### src/rtl/func_test_mailbox.sv
`default_nettype none
// ============================================================================
// Module   : func_test_mailbox
// Purpose  : Passive test-result mailbox that snoops bus writes into a 32-byte
//            window and records a PASS/FAIL/TIMEOUT verdict, error fields and a log FIFO.
//            Optional TIMEOUT watchdog: MIST1032ISA_FUNC_MAILBOX_TIMEOUT_EN
// Revision : 1.0  initial release
// ============================================================================
module func_test_mailbox #(
  parameter logic [31:0] P_BASE_ADDR   = 32'h0002_0000,
  parameter int          P_SWAP        = 1,
  parameter int          P_LOG_DEPTH   = 8,
  parameter int          P_LOG_DEPTH_N = 3,
  parameter logic [31:0] P_TIMEOUT     = 32'd750000
) (
  input  logic        iCLOCK,
  input  logic        inRESET,
  input  logic        iMEMORY_REQ,
  input  logic        iMEMORY_LOCK,
  input  logic [1:0]  iMEMORY_ORDER,
  input  logic        iMEMORY_RW,
  input  logic [31:0] iMEMORY_ADDR,
  input  logic [31:0] iMEMORY_DATA,
  output logic [1:0]  oSTATE,
  output logic        oDONE,
  output logic [31:0] oERR_TYPE,
  output logic [31:0] oERR_NUM,
  output logic [31:0] oERR_RESULT,
  output logic [31:0] oERR_EXPECT,
  output logic [15:0] oFAIL_CNT,
  output logic        oBAD_ACCESS,
  output logic        oLOG_VALID,
  output logic [31:0] oLOG_DATA,
  input  logic        iLOG_RD,
  output logic        oLOG_OVF
);

  typedef enum logic [1:0] {
    ST_RUN     = 2'b00,
    ST_PASS    = 2'b01,
    ST_FAIL    = 2'b10,
    ST_TIMEOUT = 2'b11
  } state_t;

  localparam logic [P_LOG_DEPTH_N:0]   C_FULL    = (P_LOG_DEPTH_N+1)'(P_LOG_DEPTH);
  localparam logic [P_LOG_DEPTH_N:0]   C_CNT_ONE = (P_LOG_DEPTH_N+1)'(1);
  localparam logic [P_LOG_DEPTH_N-1:0] C_PTR_ONE = (P_LOG_DEPTH_N)'(1);

  state_t r_state, w_stateNext;
  logic        r_flag;
  logic [31:0] r_errType, r_errNum, r_errResult, r_errExpect;
  logic [15:0] r_failCnt;
  logic        r_badAccess, r_logOvf;
  logic [31:0] r_mem [P_LOG_DEPTH];
  logic [P_LOG_DEPTH_N-1:0] r_wrPtr, r_rdPtr;
  logic [P_LOG_DEPTH_N:0]   r_count;

  logic [31:0] w_v;
  logic w_wr, w_hit, w_act, w_cmd, w_badWr, w_timeoutHit;
  logic w_flagWr, w_finish, w_logWr, w_typeWr, w_numWr, w_resultWr, w_expectWr;
  logic w_pop, w_push, w_drop, w_full;

  generate
    if (P_SWAP != 0) begin : g_swap
      assign w_v = {iMEMORY_DATA[7:0], iMEMORY_DATA[15:8], iMEMORY_DATA[23:16], iMEMORY_DATA[31:24]};
    end else begin : g_raw
      assign w_v = iMEMORY_DATA;
    end
  endgenerate

  assign w_wr    = iMEMORY_REQ & ~iMEMORY_LOCK & iMEMORY_RW;
  assign w_hit   = (iMEMORY_ADDR[31:5] == P_BASE_ADDR[31:5]);
  assign w_act   = w_wr & w_hit & (iMEMORY_ORDER == 2'b10) & (iMEMORY_ADDR[1:0] == 2'b00);
  assign w_badWr = w_wr & w_hit & (iMEMORY_ORDER != 2'b10);
  // Terminal states freeze every register-file write; only FIFO pops keep working
  assign w_cmd   = w_act & (r_state == ST_RUN);

  assign w_flagWr   = w_cmd & (iMEMORY_ADDR[4:2] == 3'd0);
  assign w_finish   = w_cmd & (iMEMORY_ADDR[4:2] == 3'd1);
  assign w_logWr    = w_cmd & (iMEMORY_ADDR[4:2] == 3'd2);
  assign w_typeWr   = w_cmd & (iMEMORY_ADDR[4:2] == 3'd3);
  assign w_numWr    = w_cmd & (iMEMORY_ADDR[4:2] == 3'd4);
  assign w_resultWr = w_cmd & (iMEMORY_ADDR[4:2] == 3'd5);
  assign w_expectWr = w_cmd & (iMEMORY_ADDR[4:2] == 3'd6);

  assign w_full = (r_count == C_FULL);
  assign w_pop  = iLOG_RD & (r_count != '0);
  // A pop in the same cycle frees the slot, so a full FIFO can still accept the push
  assign w_push = w_logWr & (~w_full | w_pop);
  assign w_drop = w_logWr & w_full & ~w_pop;

`ifdef MIST1032ISA_FUNC_MAILBOX_TIMEOUT_EN
  logic [31:0] r_toCnt;
  always_ff @(posedge iCLOCK) begin
    if (!inRESET) begin
      r_toCnt <= '0;
    end else if (r_state == ST_RUN) begin
      r_toCnt <= r_toCnt + 32'd1;
    end
  end
  assign w_timeoutHit = (r_toCnt == P_TIMEOUT - 32'd1);
`else
  logic w_unusedTimeout;
  assign w_unusedTimeout = ^P_TIMEOUT;
  assign w_timeoutHit    = 1'b0;
`endif

  always_comb begin
    w_stateNext = r_state;
    case (r_state)
      ST_RUN: begin
        if (w_finish) begin
          w_stateNext = r_flag ? ST_PASS : ST_FAIL;
        end else if (w_timeoutHit) begin
          w_stateNext = ST_TIMEOUT;
        end
      end
      default: w_stateNext = r_state;
    endcase
  end

  always_ff @(posedge iCLOCK) begin
    if (!inRESET) begin
      r_state     <= ST_RUN;
      r_flag      <= 1'b0;
      r_errType   <= '0;
      r_errNum    <= '0;
      r_errResult <= '0;
      r_errExpect <= '0;
      r_failCnt   <= '0;
      r_badAccess <= 1'b0;
      r_logOvf    <= 1'b0;
      r_wrPtr     <= '0;
      r_rdPtr     <= '0;
      r_count     <= '0;
    end else begin
      r_state <= w_stateNext;
      if (w_flagWr) begin
        r_flag <= w_v[0];
        if (!w_v[0] && (r_failCnt != 16'hFFFF)) begin
          r_failCnt <= r_failCnt + 16'd1;
        end
      end
      if (w_typeWr)   r_errType   <= w_v;
      if (w_numWr)    r_errNum    <= w_v;
      if (w_resultWr) r_errResult <= w_v;
      if (w_expectWr) r_errExpect <= w_v;
      if (w_badWr)    r_badAccess <= 1'b1;
      if (w_drop)     r_logOvf    <= 1'b1;
      if (w_push)     r_wrPtr     <= r_wrPtr + C_PTR_ONE;
      if (w_pop)      r_rdPtr     <= r_rdPtr + C_PTR_ONE;
      case ({w_push, w_pop})
        2'b10:   r_count <= r_count + C_CNT_ONE;
        2'b01:   r_count <= r_count - C_CNT_ONE;
        default: r_count <= r_count;
      endcase
    end
  end

  always_ff @(posedge iCLOCK) begin
    if (w_push) begin
      r_mem[r_wrPtr] <= w_v;
    end
  end

  assign oSTATE      = r_state;
  assign oDONE       = (r_state != ST_RUN);
  assign oERR_TYPE   = r_errType;
  assign oERR_NUM    = r_errNum;
  assign oERR_RESULT = r_errResult;
  assign oERR_EXPECT = r_errExpect;
  assign oFAIL_CNT   = r_failCnt;
  assign oBAD_ACCESS = r_badAccess;
  assign oLOG_OVF    = r_logOvf;
  assign oLOG_VALID  = (r_count != '0);
  assign oLOG_DATA   = (r_count != '0) ? r_mem[r_rdPtr] : 32'h0;

endmodule
`default_nettype wire

### config.mk
export PLATFORM = sky130hd
export DESIGN_NAME = func_test_mailbox
export DESIGN_NICKNAME = d
export VERILOG_FILES = /design/src/rtl/func_test_mailbox.sv
export SDC_FILE = /design/constraint.sdc
export NUM_CORES = 1
export LEC_CHECK = 0
export ABC_AREA = 1
export BUFFER_PORTS_ARGS = -buffer_cell sky130_fd_sc_hd__buf_2
export CAP_MARGIN = 10
export CORE_ASPECT_RATIO = 1.1
export CORE_MARGIN = 2
export CORE_UTILIZATION = 60
export DETAILED_ROUTE_END_ITERATION = 16
export PLACE_DENSITY = 0.84
export SKIP_CTS_REPAIR_TIMING = 1
export SYNTH_ARGS = -nofsm -noshare
export SYNTH_HDL_FRONTEND = slang
export SYNTH_SLANG_ARGS = --single-unit
### constraint.sdc
create_clock -name iCLOCK -period 6.75 [get_ports iCLOCK]
set_input_delay 0.675 -clock iCLOCK [delete_from_list [all_inputs] [get_ports iCLOCK]]
set_output_delay 0.675 -clock iCLOCK [all_outputs]
set_load 0.02 [all_outputs]
==> metrics.csv, run 1 <==
stage,metric,value,unit
worst_setup_path,worst endpoint required time,6.07,ns
clocking,Worst-path clk slew,0.06,ns
synthesis,average size of a mapped cell,10.1,um^2
timing,# setup viols final,0,
synthesis,Seq cells post-synth,418,
placed_design,gpl congestion,0.842,
finish,fin util,72.0,%
grt,Total GRT Usage,28.5,%
drt,met2 wire length,20900,um
drt,post-route met1 wirelength,16500,um
synthesis,Synth cell types,33,
clocking,Inserted Clock Buffers,42,
floorplan,Ports,254,
timing,worst setup margin,2.16,ns
hold_path,min-delay src,oERR_EXPECT[24],
drt,Final ANT Viol Nets,0,
synthesis,Synth top area share,46.7,%
timing,setup TNS,0,ns
synthesis,Post-Syn Instances,1632,
drt,DR vias,12900,
clocking,CTS Buffer Depth,3,
finish,number of fill cells,1833,
drt,Post-Route WL,41800,um
synthesis,mapped cell area,16500,um^2
finish,Final Non-Filler Cells,2244,
finish,nets,1930,
synthesis,Post-synth EDFFs,256,
placed_design,PortBufs,253,
timing,final worst path period share,68.0,%
floorplan,die footprint,28800,um^2
clocking,CTS tree,built,
placed_design,DP HPWL,25000,um
placed_design,"worst slack, placed",2.82,ns
worst_setup_path,CP Capture Type,output port,
placed_design,Inst Count DP,2165,
power_and_ir_drop,pwr dens,314,nW/um^2
worst_setup_path,Register-to-Register Path Depth,8,
grt,total global routing overflow,0,
clocking,worst-skew pair later-pin latency,0.53,ns
timing,max-slew violation count,0,
placed_design,post-place instance area,18000,um^2
hold_path,path type of the worst min-delay path,reg -> reg,
worst_setup_path,Worst EP arrival,3.92,ns
worst_setup_path,crit start category,flip-flop,
synthesis,ys flop type,edfxtp_1,
floorplan,die height,178,um
floorplan,die width,162,um
synthesis,post-synthesis sequential area ratio,66.4,%
job,max_cap viols,0,
synthesis,"Net Count, Synth",1708,
drt,WL/cell,18.6,um
hold_path,WHS Endpoint,oERR_EXPECT[24],
synthesis,leading post-synthesis cells by cell area,"edfxtp_1 (47%), dfxtp_1 (20%), o21ai_0 (9.0%), nor2_1 (5.9%), a21oi_1 (4.6%)",
floorplan,core footprint,27000,um^2
drt,DR WL met3,3230,um
floorplan,Starting Density,61.1,%
timing,Tmin final,4.59,ns
worst_setup_path,CP Class,reg -> out,
grt,global-route wire length before repair,64600,um
worst_setup_path,RR Startpoint,oSTATE[0],
drt,post-DR vias/cell,5.76,
worst_setup_path,r2r endpoint,r_mem[3][28],
clocking,CTS H-tree lvls,2,
finish,P&R area growth vs syn,17.9,%
grt,largest net degree at the start of global routing,87,
power_and_ir_drop,Pleak,7.30,nW
timing,RSZ-0062 raised after global routing,false,
grt,initial antenna violation count,1,
worst_setup_path,crit-path max FO,73,
timing,slew margin rel.,18.9,%
synthesis,leading area contributor after synthesis,edfxtp_1,
timing,Worst Skew,0.0179,ns
run_status,status,completed,
synthesis,Yosys Warn Count,0,
grt,vias in the first global route,12500,
timing,Max Clock Freq,0.218,GHz
drt,First-pass DRT Iterations,5,
drt,top layer in use,met4,
finish,post-route cell area,19400,um^2
drt,DRT iter0 DRCs,1477,
floorplan,num rows,63,
timing,Worst-Margin Slew,1.21,ns
synthesis,asr flop ratio synth,0,%
drt,DRC,0,
clocking,clk sinks,418,
timing,"Hold Vio Cnt, Final",0,
finish,share of cells above drive strength 1,18.9,%
power_and_ir_drop,peak supply drop,0.211,mV
clocking,root buf cell,clkbuf_16,
worst_setup_path,Reg2Reg Setup Slack,3.79,ns
hold_path,Hold Path Cell Cnt,2,
-- per-stage QoR --
stage | hold slack (ns) | total power (W)
6_report | 0.442 | 0.00611
2_1_floorplan | 0.432 | 0.00344
3_3_place_gp | 0.430 | 0.00375
4_1_cts | 0.443 | 0.00610
3_5_place_dp | 0.433 | 0.00378
5_1_grt | 0.451 | 0.00633
-- worst max-delay path, cell delays in order (launching register included) --
cell	delay, ns
dfxtp_4	0.79
clkinv_2	0.94
buf_4	0.62
o21ai_0	0.23
o22ai_1	0.09
o21ai_0	0.29
a31oi_1	0.10
buf_2	0.25
-- registers in the layout (all words and copies together) (netlist names), named ones only --
| register | cells |
|---|---|
| oERR_NUM | 32 |
| oERR_TYPE | 32 |
| r_count | 4 |
| oLOG_OVF | 1 |
| r_wrPtr | 3 |
| oFAIL_CNT | 16 |
| oBAD_ACCESS | 1 |
| r_mem | 256 |
| oSTATE | 2 |
| r_rdPtr | 3 |
| oERR_RESULT | 32 |
| oERR_EXPECT | 32 |
| r_flag | 1 |
-- synth_stat cells, types with 2 or more instances --
cell type,count
buf_1,3
ha_1,4
buf_2,6
nand4_1,7
nand3_2,3
a31oi_1,32
clkinv_1,2
or2_2,2
clkbuf_1,82
nor3_1,21
o22ai_1,32
nor2_2,2
xor2_1,6
dfxtp_1,162
inv_1,184
o21ai_0,297
nand2_2,4
nand2_1,78
o21ai_1,2
nor2_4,2
edfxtp_1,256
buf_6,2
a21oi_1,150
nand3_1,25
nor2_1,260
-- worst max path at each step --
stage	cells past startpoint	slack, ns	from	endpoint
2_1_floorplan	6	2.42	iMEMORY_ADDR[1]	r_mem[3][0]
3_3_place_gp	6	2.86	flip-flop	oLOG_DATA[8]
5_1_grt	7	1.91	flip-flop	oLOG_DATA[28]
6_report	7	2.16	flip-flop	oLOG_DATA[28]
4_1_cts	7	2.19	flip-flop	oLOG_DATA[28]
3_5_place_dp	7	2.82	flip-flop	oLOG_DATA[21]
-- power by group --
part / leakage (nW) / internal (W) / switching, W
Sequential: 3.61 / 0.00272 / 0.0000604
Combinational: 3.01 / 0.000290 / 0.000700
Clock: 0.676 / 0.00142 / 0.000919
Total: 7.30 / 0.00443 / 0.00168
-- per-layer routing --
layer / track usage, % / vias to the layer above
met5: 0 / -
met4: 10.6 / 0
met3: 4.84 / 97
met2: 49.2 / 629
met1: 36.3 / 6166
li1: - / 6034
-- area by class of cell --
cell class | count | area [um^2] | share of cell area, %
timing repair buffer | 271 | 1440 | 7.40
clock buffer | 62 | 1200 | 6.17
multi-input combinational | 935 | 4510 | 23.2
clock inverter | 14 | 196 | 1.01
inverter | 186 | 699 | 3.60
tap | 357 | 447 | 2.30
sequential | 418 | 10900 | 56.3
antenna | 1 | 2.50 | 0.0129
-- cells in the final DEF (no fill, tap or decap), drive strengths merged --
master,n
diode,1
nand4,8
nand2,82
buf,271
edfxtp,256
clkbuf,62
nor3,22
a21oi,150
dfxtp,162
ha,4
nand3,28
nand3b,1
or2,3
a31oi,32
bufinv,5
nor2,264
clkinvlp,1
clkinv,8
inv,186
o22ai,32
o21bai,1
and3,1
o21ai,299
xor2,6
xnor2,1
o21a,1
-- cells by family (layout without fill, tap and decap cells) --
| logic type | Yosys count | after routing | share of synthesized area (%) |
|---|---|---|---|
| and+or+nand+nor | 409 | 409 | 10.3 |
| buffers and inverters | 279 | 533 | 6.50 |
| DFF | 418 | 418 | 66.4 |
| adders and majority gates | 4 | 4 | 0.304 |
| AOI/OAI and AO/OA | 515 | 515 | 16.2 |
| xor gates and xnor gates | 7 | 7 | 0.372 |
| other | 0 | 1 | 0 |
(Power assumes the default switching activity.)
==> run 2, diff against run 1 <==
--- a/config.mk
+++ b/config.mk
@@ -10,9 +10,9 @@
 export CAP_MARGIN = 10
 export CORE_ASPECT_RATIO = 1.1
 export CORE_MARGIN = 2
-export CORE_UTILIZATION = 60
+export CORE_UTILIZATION = 57
 export DETAILED_ROUTE_END_ITERATION = 16
-export PLACE_DENSITY = 0.84
+export PLACE_DENSITY = 0.8
 export SKIP_CTS_REPAIR_TIMING = 1
 export SYNTH_ARGS = -nofsm -noshare
 export SYNTH_HDL_FRONTEND = slang
==> constraint.sdc (replaced) <==
create_clock -name iCLOCK -period 4.64 [get_ports iCLOCK]
set_input_delay 0.464 -clock iCLOCK [delete_from_list [all_inputs] [get_ports iCLOCK]]
set_output_delay 0.464 -clock iCLOCK [all_outputs]
set_load 0.02 [all_outputs]
==> run 2 against run 1 <==
Compared with the run above:
- global-route usage shrank 2.6 points
- largest power group unchanged
- largest cell class unchanged
- worst setup slack lost 1.1 ns
- register-to-register slack lost 1.6 ns
- critical endpoint is now oLOG_DATA[29]
==> metrics.csv, run 2 (synthesis gave the netlist of run 1 again) <==
stage,metric,value,unit,change
floorplan,Ports,254,,unchanged
finish,P&R area growth vs syn,18.1,%,
clocking,CTS tree,built,,
worst_setup_path,r2r endpoint,r_mem[7][23],,
grt,vias in the first global route,12200,,-2.2%
drt,post-DR vias/cell,5.55,,-3.6%
grt,gr busiest metal,met2,,
clocking,worst-skew pair later-pin latency,0.54,ns,about the same
timing,Max Clock Freq,0.282,GHz,
grt,largest net degree at the start of global routing,107,,+23%
placed_design,Inst Count DP,2187,,+1.0%
finish,number of flip-flops in the largest register,256,,unchanged
placed_design,DP HPWL,24000,um,-4.1%
finish,"commonest non-fill, non-tap cells in the layout","o21ai_0 (297), nor2_1 (260), edfxtp_1 (256)",,
worst_setup_path,CP Capture Type,output port,,
grt,Total GRT Usage,25.9,%,-2.6 points
finish,Final Non-Filler Cells,2264,,+0.89%
timing,Tmin final,3.55,ns,
timing,Worst Skew,0.0233,ns,+0.00533 ns
worst_setup_path,RR Startpoint,oSTATE[0],,
drt,DR vias,12600,,-2.7%
hold_path,Hold Path Cell Cnt,1,,-1
floorplan,num rows,65,,+3.2%
clocking,Worst-path clk slew,0.07,ns,about the same
worst_setup_path,crit start category,flip-flop,,
worst_setup_path,CP Class,reg -> out,,
finish,share of cells above drive strength 1,19.6,%,+0.69 points
finish,n_diodes,0,,-1
hold_path,path type of the worst min-delay path,in -> reg,,
timing,worst setup margin,1.09,ns,-1.07 ns
placed_design,PortBufs,253,,unchanged
power_and_ir_drop,pwr dens,447,nW/um^2,+42%
power_and_ir_drop,"Power, Total",0.00870,W,+42%
run_status,status,completed,,
timing,slew margin rel.,34.4,%,+15 points
drt,WL/cell,17.7,um,-5.0%
worst_setup_path,Worst EP arrival,3.09,ns,-0.83 ns
hold_path,WHS Endpoint,r_mem[4][12],,
clocking,root buf cell,clkbuf_16,,
grt,initial antenna violation count,0,,-1
clocking,Inserted Clock Buffers,41,,-2.4%
power_and_ir_drop,peak supply drop,0.337,mV,+60%
drt,First-pass DRT Iterations,5,,unchanged
finish,nets,1940,,+0.52%
timing,# setup viols final,0,,unchanged
worst_setup_path,worst endpoint required time,4.18,ns,-1.89 ns
grt,met1 GRT Util,33.1,%,-3.2 points
timing,RSZ-0062 raised after global routing,false,,
drt,Post-Route WL,40100,um,-4.1%
floorplan,core footprint,28500,um^2,+5.9%
grt,total global routing overflow,0,,unchanged
floorplan,die width,166,um,+2.5%
hold_path,min-delay src,iMEMORY_DATA[20],,
finish,Largest Register,r_mem,,
timing,Worst-Margin Slew,0.984,ns,-0.231 ns
clocking,CTS Buffer Depth,3,,unchanged
timing,max-slew violation count,0,,unchanged
placed_design,"worst slack, placed",1.72,ns,-1.10 ns
grt,met2 usage,45.3,%,-3.9 points
worst_setup_path,crit-path max FO,90,,+23%
floorplan,die footprint,30300,um^2,+5.1%
worst_setup_path,Register-to-Register Path Depth,8,,unchanged
timing,Hold WS,0.257,ns,-0.185 ns
floorplan,Starting Density,57.7,%,-3.4 points
drt,DRT iter0 DRCs,1227,,-17%
grt,met3 usage,4.19,%,-0.65 points
placed_design,gpl congestion,0.835,,-0.86%
timing,setup TNS,0,ns,unchanged
job,max_cap viols,0,,unchanged
timing,"Hold Vio Cnt, Final",0,,unchanged
worst_setup_path,Reg2Reg Setup Slack,2.21,ns,-1.58 ns
power_and_ir_drop,Pleak,7.34,nW,+0.63%
drt,DRC,0,,unchanged
clocking,clk sinks,418,,unchanged
grt,global-route wire length before repair,63000,um,-2.4%
floorplan,die height,182,um,+2.5%
drt,Final ANT Viol Nets,0,,unchanged
timing,final worst path period share,76.5,%,
clocking,CTS H-tree lvls,2,,unchanged
finish,"commonest non-fill, non-tap cell in the layout",o21ai_0,,
==> run 2: cell types whose count changed in the layout (fill, tap and decap cells not counted), sizes merged <==
cell,delta
clkinv,+7
clkinvlp,-1
clkbuf,-6
inv,+1
buf,+11
bufinv,-2
diode,-1
==> run 2: area by class of cell <==
cell class / instances / area (um^2)
tap: 368 / 460
multi-input combinational: 935 / 4510
sequential: 418 / 10900
timing repair buffer: 282 / 1510
fill: 2138 / 9100
clock inverter: 19 / 171
clock buffer: 56 / 1160
inverter: 186 / 699
==> run 2: per-layer routing <==
layer  routed length, um  part of all wire (%)
met1               16300                    41
met2               20200                    50
met3                2480                   6.2
met4                1070                   2.7
met5                   0                     0
==> run 2: worst max-delay path, stage by stage (launching register included) <==
cell and delay, ns:
dfxtp_4 0.94, clkinv_2 0.14, buf_4 0.39, o21ai_0 0.36, o22ai_1 0.13, o21ai_0 0.16, a31oi_1 0.07, buf_2 0.21
==> run 2: how the worst max path moves through the flow <==
stage	to	slack [ns]	depth (start not counted)
6_report	oLOG_DATA[29]	1.09	7
5_1_grt	oLOG_DATA[21]	0.83	7
4_1_cts	oLOG_DATA[29]	1.16	7
3_5_place_dp	oLOG_DATA[29]	1.72	7
3_3_place_gp	oLOG_DATA[7]	1.81	6
2_1_floorplan	r_mem[3][0]	0.52	6
==> run 2: through the flow <==
step / instance area, um^2 / util, %
after floorplan: 16500 / -
after global placement: 18100 / 63.3
after detailed placement: 18100 / 63.3
after CTS: 19400 / 68.0
after global routing: 19400 / 68.1
final: 19400 / 68.1
==> run 2: power by group <==
part | internal (W) | switching [W] | total [W] | leakage (nW)
logic | 0.000417 | 0.000965 | 0.00138 | 3.07
clock network | 0.00193 | 0.00136 | 0.00328 | 0.665
registers | 0.00395 | 0.0000810 | 0.00403 | 3.61
total | 0.00629 | 0.00240 | 0.00870 | 7.34
